[src/rtl/demux4_buf.sv]
// demux4_buf: registered 1-to-4 demultiplexer.
// - One input word is steered by s into one of four single-entry holding buffers.
// - Each buffer is drained independently by its own consumer.
// - in_ready passes through a same-cycle drain, so one word per cycle can flow.
module demux4_buf #(
    parameter int WIDTH = 8
) (
    input  logic             clk,
    input  logic             rstn,
    input  logic             in_valid,
    output logic             in_ready,
    input  logic [WIDTH-1:0] d,
    input  logic [1:0]       s,
    output logic [WIDTH-1:0] y0,
    output logic [WIDTH-1:0] y1,
    output logic [WIDTH-1:0] y2,
    output logic [WIDTH-1:0] y3,
    output logic             v0,
    output logic             v1,
    output logic             v2,
    output logic             v3,
    input  logic             r0,
    input  logic             r1,
    input  logic             r2,
    input  logic             r3,
    output logic [2:0]       occ
);

    logic [3:0]       v_q;
    logic [3:0]       v_d;
    logic [WIDTH-1:0] y_q [4];
    logic [WIDTH-1:0] y_d [4];
    logic [2:0]       occ_q;
    logic [2:0]       occ_d;
    logic [3:0]       rdy;
    logic             accept;

    assign rdy = {r3, r2, r1, r0};

    // Ready when the selected buffer is empty or is being drained this cycle
    always_comb begin
        in_ready = !v_q[s] | rdy[s];
    end

    // Per-buffer next state: accept (incl. reload) beats drain beats hold;
    // occupancy is the popcount of the next valid flags so it can never wrap
    always_comb begin
        accept = in_valid & in_ready;
        occ_d  = '0;
        for (int unsigned n = 0; n < 4; n++) begin
            y_d[n] = y_q[n];
            v_d[n] = v_q[n];
            if (accept && (s == n[1:0])) begin
                y_d[n] = d;
                v_d[n] = 1'b1;
            end else if (v_q[n] && rdy[n]) begin
                v_d[n] = 1'b0;
            end
            occ_d = occ_d + {2'b00, v_d[n]};
        end
    end

    // State registers with asynchronous active-low clear
    always_ff @(posedge clk or negedge rstn) begin
        if (!rstn) begin
            v_q   <= '0;
            occ_q <= '0;
            for (int unsigned n = 0; n < 4; n++) begin
                y_q[n] <= '0;
            end
        end else begin
            v_q   <= v_d;
            occ_q <= occ_d;
            for (int unsigned n = 0; n < 4; n++) begin
                y_q[n] <= y_d[n];
            end
        end
    end

    assign y0  = y_q[0];
    assign y1  = y_q[1];
    assign y2  = y_q[2];
    assign y3  = y_q[3];
    assign v0  = v_q[0];
    assign v1  = v_q[1];
    assign v2  = v_q[2];
    assign v3  = v_q[3];
    assign occ = occ_q;

endmodule

[config.mk]
export PLATFORM = sky130hd
export DESIGN_NAME = demux4_buf
export DESIGN_NICKNAME = d
export VERILOG_FILES = /design/src/rtl/demux4_buf.sv
export SDC_FILE = /design/constraint.sdc
export NUM_CORES = 1
export LEC_CHECK = 0
export ABC_CLOCK_PERIOD_IN_PS = 2150
export CAP_MARGIN = 10
export CORE_MARGIN = 1.5
export CORE_UTILIZATION = 40
export CTS_CLUSTER_SIZE = 24
export DETAILED_ROUTE_END_ITERATION = 6
export HOLD_SLACK_MARGIN = 0.15
export PLACE_DENSITY = 0.74
export SYNTH_ARGS = -nofsm -noshare
export SYNTH_HDL_FRONTEND = slang
export SYNTH_SLANG_ARGS = --single-unit
export TNS_END_PERCENT = 30
[constraint.sdc]
create_clock -name clk -period 2.15 [get_ports clk]
set_input_delay 0.43 -clock clk [delete_from_list [all_inputs] [get_ports clk]]
set_output_delay 0.43 -clock clk [all_outputs]
set_load 0.05 [all_outputs]
==> results of run 1 <==
[final timing paths]
kind                       cells past startpoint    from  slack (ps)  endpoint
min in group clk                               1   y0[3]         510     y0[3]
min                                            1    rstn         240     y2[4]
min reg2reg                                    1   y0[3]         510     y0[3]
max                                            4      r3          40  in_ready
max reg2reg                                    6  v_q[0]         410    occ[1]
max in group asynchronous                      1    rstn        1390     y1[1]
[Yosys cell counts (all sizes together) (2+ instances only)]
master | count | share of area (%)
buf | 2 | 0.82
dfrtp | 39 | 64
nor2b | 2 | 0.82
mux2 | 32 | 24
nand2b | 4 | 1.6
nand2 | 5 | 1.2
ha | 2 | 1.6
[cell families after synthesis]
kind of cell	synth area share, %
buffers and inverters	0.8236
adder cells (fa/ha/maj)	2.965
multiplexers	25.21
flip-flops	64.25
AND/OR/NAND/NOR	6.425
AO/OA/AOI/OAI	0.3292
[power by group through the flow]
stage / sequential (mW) / clock [mW] / combinational, mW
final: 0.948 / 0.453 / 1.05
after CTS: 0.950 / 0.475 / 1.06
after floorplan: 1.46 / 0 / 0.154
after global routing: 0.966 / 0.512 / 1.09
after detailed placement: 0.961 / 0 / 1.06
after global placement: 0.956 / 0 / 1.05
[area by class of cell]
type	count	share of cell area (%)
clock buffer	7	3.306
clock inverter	1	0.2168
multi-input combinational	52	23.09
sequential	39	42.28
tap	48	2.602
timing repair buffer	68	28.51
[worst reg2reg max path: stages (launching register included)]
cell and delay (ps):
dfrtp_1 340, nand2b_1 110, nand3b_2 100, nand2_1 90, fa_1 500, ha_1 190
ha_1 290
[cells in the final DEF (no fill, tap or decap)]
cell	netlist	final
dlygate4sd2_1	0	1
mux2_2	32	32
clkinv_2	0	1
nand2_1	5	5
mux4_2	1	1
nand2b_1	4	4
buf_4	1	11
clkdlybuf4s50_1	0	53
nor2b_2	0	1
clkbuf_1	0	2
nor3b_4	1	1
ha_1	2	2
and3_1	1	1
clkbuf_8	0	5
buf_12	0	1
nor2b_1	2	1
o21ai_0	1	1
buf_2	1	1
fa_1	1	1
buf_6	0	1
nand3b_2	1	1
nand3_1	1	1
dfrtp_1	39	39
[flip-flops by register name, indices dropped and copies added (netlist names)]
register and flops:
y1 8, y0 8, occ 3, v_q 4, y3 8, y2 8
[metal layers]
layer | wire [um] | global-route usage (%) | vias to the layer above
li1 | - | - | 475
met1 | 1342 | 20.71 | 508
met2 | 1573 | 27.73 | 35
met3 | 199 | 6.597 | 8
met4 | 64 | 8.511 | 0
met5 | 0 | 0 | -
==> qor.yml, run 1 <==
utilization_pct: 63.06
clockPowerShare_pct: 18.5
via_per_inst: 4.772
power_frac_comb_pct: 42.9
cts_sinks: 39
fp-row-count: 22
place_area_um2: 2222
die_x_um: 64.62
final-seq-area_um2: 975.9
cts.clk_slew.worst_paths_ps: 70
die_h_um: 64.62
cp_top_family: "buffers and inverters"
postCtsHoldBufs: 0
yosysSeqAreaShare_pct: 64.25
hold_path_class: "input port to asynchronous set/reset pin"
end_kind: "output pin"
initial_core_util_pct: 41.49
vias: 1026
critPathKind: "input port to output pin"
grt.overflow.total: 0
routedWlPerCell_um: 14.79
whs_ps: 241.2
max_stage_delay_ps: 500
syn_inst: 93
antenna_found_initial: 0
ys_warn_count: 0
ant_nets: 0
grt_usage_pct: 17.40
drc: 0
internal-power_mw: 1.490
crit_required_ps: 1720
numCtsBuffers: 5
synth.net_count: 113
dp_slack_ps: -268.8
drtPass1Iterations: 2
report.final.slew_viol_count: 0
synthDistinctLibCells: 15
core-area_um2: 3661
worst_slack_ps: 38.19
multi_input_area_um2: 533.0
syn2layout_area_growth_pct: 51.98
drt_iter0_markers: 18
ys_ff_latch: 39
htreeDepth: 2
fin_crit_sh_pct: 98.22
clk-insertion-delay-late_ps: 280
io_pins: 57
final_cells: 215
cap_viol_max_count: 0
synth_area_per_cell_um2: 16.33
synthArstFlopShare_pct: 100.0
ir_drop_mv: 0.6658
cts_tree: "built"
crit_arrival_ps: 1680
fin_skew_ps: 1.942
gp_congestion: 0.6907
antennaDiodeCount: 0
clk_path_buf_depth: 2
root_buffer: "clkbuf_8"
routed_wl_um: 3180
power_density_nw_per_um2: 1063
final_area_um2: 2308
p_leak_nw: 1.003
p_sw_mw: 0.9633
grt_max_degree: 40
synth-main-ff-cell: "dfrtp_1"
swShare_pct: 39.26
fmax_mhz: 473.5
startpoint_type: "input port"
ctsResizeCount: 2
worstPathMaxFanout: 3
portBuffers: 56
n_fill_cell: 292
cts_setup_buffers: 0
dp.cells: 207
netlist_area_um2: 1519
drive_above_1_share_pct: 33.53
p_seq_share_pct: 38.6
grt_pass1_wl_um: 5388
status: "finished, final reports clean"
worstPathBufferInverterCount: 2
hold_viol: 0
synth_edf_count: 0
crit_slowest_cell: "mux4_2"
fin_tns_setup_ps: 0
die_area_um2: 4176
setup_viol: 0
fin_nets: 186
finalCriticalPeriod_ps: 2112
crit_chain: "clkdlybuf4s50_1 -> nand2b_1 -> mux4_2 -> buf_6"
place_hpwl_um: 2345
grt_pass1_vias: 1163
slew_headroom_pct: 45.19
worst_pin_slew_ps: 822.2
power_mw: 2.454
rsz0062_at_grt: "false"
(Power assumes the default switching activity.)
==> inputs of run 2 (changes only) <==
- CORE_MARGIN: 1.5 -> 3
==> qor.yml, run 2 (same netlist as run 1, synthesis figures left out) <==
cap_viol_max_count: 0  # unchanged
cts.clk_slew.worst_paths_ps: 80  # was 70 ps
core-area_um2: 3495  # was 3661 um2
power_density_nw_per_um2: 1128  # was 1063 nW/um2
initial_core_util_pct: 43.47  # was 41.49%
r2r_end: "occ[1]"  # unchanged
reg2reg_depth: 6  # unchanged
place_area_um2: 2192  # was 2222 um2
via_per_inst: 4.801  # was 4.772
antenna_found_initial: 0  # unchanged
setup_viol: 0  # unchanged
hold_path_class: "input port to asynchronous set/reset pin"  # unchanged
hold_viol: 0  # unchanged
drt_iter0_markers: 27  # was 18
final_cells: 211  # was 215
syn2layout_area_growth_pct: 52.88  # was 51.98%
end_kind: "output pin"  # unchanged
final-seq-area_um2: 975.9  # unchanged
clk-insertion-delay-late_ps: 290  # was 280 ps
vias: 1013  # was 1026
grt_pass1_wl_um: 5595  # was 5388 um
drive_above_1_share_pct: 34.55  # was 33.53%
ir_drop_mv: 0.5847  # was 0.6658 mV
p_leak_nw: 1.020  # was 1.003 nW
crit_arrival_ps: 1670  # was 1680 ps
critPathKind: "input port to output pin"  # unchanged
root_buffer: "clkbuf_8"  # unchanged
die_area_um2: 4572  # was 4176 um2
fin_skew_ps: 8.875  # was 1.942 ps
fmax_mhz: 475.6  # was 473.5 MHz
fp-row-count: 21  # was 22
status: "finished, final reports clean"  # unchanged
startpoint_type: "input port"  # unchanged
slew_headroom_pct: 45.21  # was 45.19%
drc: 0  # unchanged
dp.cells: 203  # was 207
io_pins: 57  # unchanged
fin_crit_sh_pct: 97.79  # was 98.22%
rsz0062_at_grt: "false"  # unchanged
final_cell_mix: "clkdlybuf4s50_1, dfrtp_1, mux2_2"  # unchanged
routed_wl_um: 3343  # was 3180 um
drtPass1Iterations: 2  # unchanged
final_common_cell: "clkdlybuf4s50_1"  # unchanged
cts_tree: "built"  # unchanged
ant_nets: 0  # unchanged
die_h_um: 67.62  # was 64.62 um
worstPathMaxFanout: 3  # unchanged
report.final.slew_viol_count: 0  # unchanged
grt_max_degree: 40  # unchanged
place_hpwl_um: 2507  # was 2345 um
clk_path_buf_depth: 2  # unchanged
final_area_um2: 2322  # was 2308 um2
grt_pass1_vias: 1099  # was 1163
gp_congestion: 0.7751  # was 0.6907
die_x_um: 67.62  # was 64.62 um
htreeDepth: 2  # unchanged
antennaDiodeCount: 0  # unchanged
reg2reg_from: "v_q[0]"  # unchanged
grt_usage_pct: 17.19  # was 17.40%
routedWlPerCell_um: 15.84  # was 14.79 um
worst_pin_slew_ps: 821.9  # was 822.2 ps
finalCriticalPeriod_ps: 2102  # was 2112 ps
cts_sinks: 39  # unchanged
grt.overflow.total: 0  # unchanged
portBuffers: 56  # unchanged
numCtsBuffers: 5  # unchanged
n_fill_cell: 273  # was 292
fin_nets: 184  # was 186
multi_input_area_um2: 540.5  # was 533.0 um2
crit_required_ps: 1720  # about the same
r2r_setup_slack_ps: 420  # was 410 ps
run 2: timing repair:
item	4_1_cts	5_1_grt
buffers inserted	0	0
setup endpoints to repair	0	2
hold buffers	0	0
gates resized for setup	0	3
run 2: worst max-delay path by stage:
stage,from,to,slack [ps],cells after the start
after detailed placement,in_valid,occ[1],-250,7
after global routing,r3,in_ready,0.9,4
after CTS,s[0],in_ready,0.3,3
after global placement,in_valid,occ[1],-230,7
final,r2,in_ready,50,4
after floorplan,v_q[0],occ[1],4,6
run 2: layout make-up:
type,instances,area share (%)
flip-flops and latches,39,42.03
repair buffers,66,27.16
multi-input cells,52,23.28
clock buffers,6,3.556
well taps,46,2.478
clock inverters,2,1.509
run 2: per-layer routing:
metal / vias to the layer above / track usage [%] / part of all wire [%]
met5: - / 0 / 0
met4: 0 / 8.354 / 1.7
met3: 6 / 3.993 / 4.6
met2: 30 / 28.68 / 51
met1: 507 / 20.80 / 42
li1: 470 / - / -
run 2: through the flow:
step           power [mW]  setup TNS (ps)  hold WS (ps)  setup slack, ps  utilization (%)
3_3_place_gp        2.002          -403.4         490.1           -225.6            62.73
4_1_cts             2.646               0         270.9           0.3345            66.09
3_5_place_dp        2.023          -449.0         494.9           -246.7            62.73
6_report            2.620               0         241.4            47.61            66.45
2_1_floorplan       1.618               0         134.4            3.794                -
5_1_grt             2.741               0         289.5           0.8845            66.45
run 2: report_power, final:
group	switching, mW	internal [mW]
registers	0.0774	0.876
logic	0.667	0.383
clock network	0.242	0.375
total	0.986	1.63
run 2: worst max-delay path, stage by stage:
cell	delay, ps
clkdlybuf4s50_1	380
nand2b_1	180
mux4_2	470
buf_4	200
==> inputs of run 3 (changes only) <==
- CORE_MARGIN: 3 -> 10
- GPL_TIMING_DRIVEN: default -> 1
==> qor.yml, run 3 (same netlist as run 1, synthesis figures left out) <==
initial_core_util_pct: 41.49  # was 43.47%
cap_viol_max_count: 0  # unchanged
grt_pass1_wl_um: 5961  # was 5595 um
portBuffers: 56  # unchanged
crit_path_start: "r3"  # was r2
finalCriticalPeriod_ps: 2099  # was 2102 ps
crit_required_ps: 1720  # about the same
cts_setup_buffers: 0  # unchanged
cts_sinks: 39  # unchanged
ir_drop_mv: 0.6541  # was 0.5847 mV
cts_tree: "built"  # unchanged
vias: 1017  # was 1013
root_buffer: "clkbuf_8"  # unchanged
critPathKind: "input port to output pin"  # unchanged
grt_usage_pct: 11.87  # was 17.19%
rsz0062_at_grt: "false"  # unchanged
clk-insertion-delay-late_ps: 280  # was 290 ps
drc: 0  # unchanged
die_area_um2: 6662  # was 4572 um2
syn2layout_area_growth_pct: 52.31  # was 52.88%
io_pins: 57  # unchanged
worst_pin_slew_ps: 815.5  # was 821.9 ps
fin_nets: 183  # was 184
final_common_cell: "clkdlybuf4s50_1"  # unchanged
htreeDepth: 2  # unchanged
place_area_um2: 2200  # was 2192 um2
fmax_mhz: 476.5  # was 475.6 MHz
worstPathMaxFanout: 3  # unchanged
status: "finished, final reports clean"  # unchanged
numCtsBuffers: 5  # unchanged
grt.overflow.total: 0  # unchanged
antennaDiodeCount: 0  # unchanged
die_h_um: 81.62  # was 67.62 um
whs_ps: 236.6  # was 241.4 ps
routed_wl_um: 3750  # was 3343 um
die_x_um: 81.62  # was 67.62 um
top_layer: "met4"  # unchanged
place_hpwl_um: 2885  # was 2507 um
final_cell_mix: "clkdlybuf4s50_1, dfrtp_1, mux2_2"  # unchanged
max_stage_delay_ps: 490  # was 470 ps
end_kind: "output pin"  # unchanged
report.final.slew_viol_count: 0  # unchanged
power_density_nw_per_um2: 1096  # was 1128 nW/um2
reg2reg_from: "v_q[0]"  # unchanged
via_per_inst: 4.797  # was 4.801
utilization_pct: 63.19  # was 66.45%
fin_crit_sh_pct: 97.61  # was 97.79%
fin_skew_ps: 3.546  # was 8.875 ps
crit_slowest_cell: "mux4_2"  # unchanged
clk_path_buf_depth: 2  # unchanged
startpoint_type: "input port"  # unchanged
final_area_um2: 2313  # was 2322 um2
hold_viol: 0  # unchanged
crit_chain: "clkdlybuf4s50_1 -> nand2b_1 -> mux4_2 -> buf_6"  # was clkdlybuf4s50_1 -> nand2b_1 -> mux4_2 -> buf_4
dp.cells: 204  # was 203
cts.clk_slew.worst_paths_ps: 70  # was 80 ps
gp_congestion: 0.8070  # was 0.7751
crit_arrival_ps: 1670  # about the same
drive_above_1_share_pct: 32.93  # was 34.55%
wl_met2_um: 1859  # was 1714 um
antenna_found_initial: 0  # unchanged
ant_nets: 0  # unchanged
grt_pass1_vias: 1170  # was 1099
n_fill_cell: 285  # was 273
wl_met3_um: 405  # was 154 um
hold_path_class: "input port to asynchronous set/reset pin"  # unchanged
drt_iter0_markers: 23  # was 27
fin_tns_setup_ps: 0  # unchanged
routedWlPerCell_um: 17.69  # was 15.84 um
fp-row-count: 22  # was 21
slew_headroom_pct: 45.64  # was 45.21%
grt_max_degree: 40  # unchanged
core-area_um2: 3661  # was 3495 um2
drtPass1Iterations: 4  # was 2
setup_viol: 0  # unchanged
final_cells: 212  # was 211
drt-met1-wl_um: 1440  # was 1416 um
p_leak_nw: 1.002  # was 1.020 nW
-- run 3: path summary, 6_finish.rpt --
path	endpoint	slack [ps]	depth (start not counted)
max in group asynchronous	y1[1]	1400	1
min reg2reg	y3[4]	510	1
max reg2reg	occ[1]	380	6
min	y0[5]	240	1
max	in_ready	50	4
min in group clk	y3[4]	510	1
-- run 3: cell type report --
cell class                 count  area [um2]  area share [%]
tap                           48       60.06           2.596
sequential                    39       975.9           42.18
clock buffer                   8       100.1           4.327
timing repair buffer          65       639.4           27.64
multi-input combinational     52       538.0           23.26
-- run 3: repair_timing --
| item | in CTS | in global routing |
|---|---|---|
| hold buffers | 0 | 0 |
| endpoints found under the setup margin | 1 | 2 |
| cloned | 0 | 0 |
| pin swaps | 0 | 0 |
| resized for setup | 3 | 2 |
-- run 3: power by group --
group | total [mW] | leakage [nW] | switching, mW | internal, mW
Sequential | 0.950 | 0.470 | 0.0736 | 0.876
Clock | 0.519 | 0.0515 | 0.227 | 0.292
Combinational | 1.07 | 0.480 | 0.681 | 0.384
-- run 3: metrics by stage --
stage               setup slack (ps)  power (mW)
finish                         51.29       2.534
global route                   11.71       2.645
CTS                            31.21       2.564
detailed placement            -257.5       2.037
global placement              -211.7       2.017
floorplan                      3.794       1.618
-- run 3: critical path: cells and delay by family --
family,cells,cell delay (ps)
buf+inv,2,570
mux,1,490
simple gates,1,180
-- run 3: layer usage --
layer	global-route usage [%]	up-vias
met5	0	-
met4	3.571	0
met3	7.533	5
met2	19.67	31
met1	12.23	514
li1	-	467
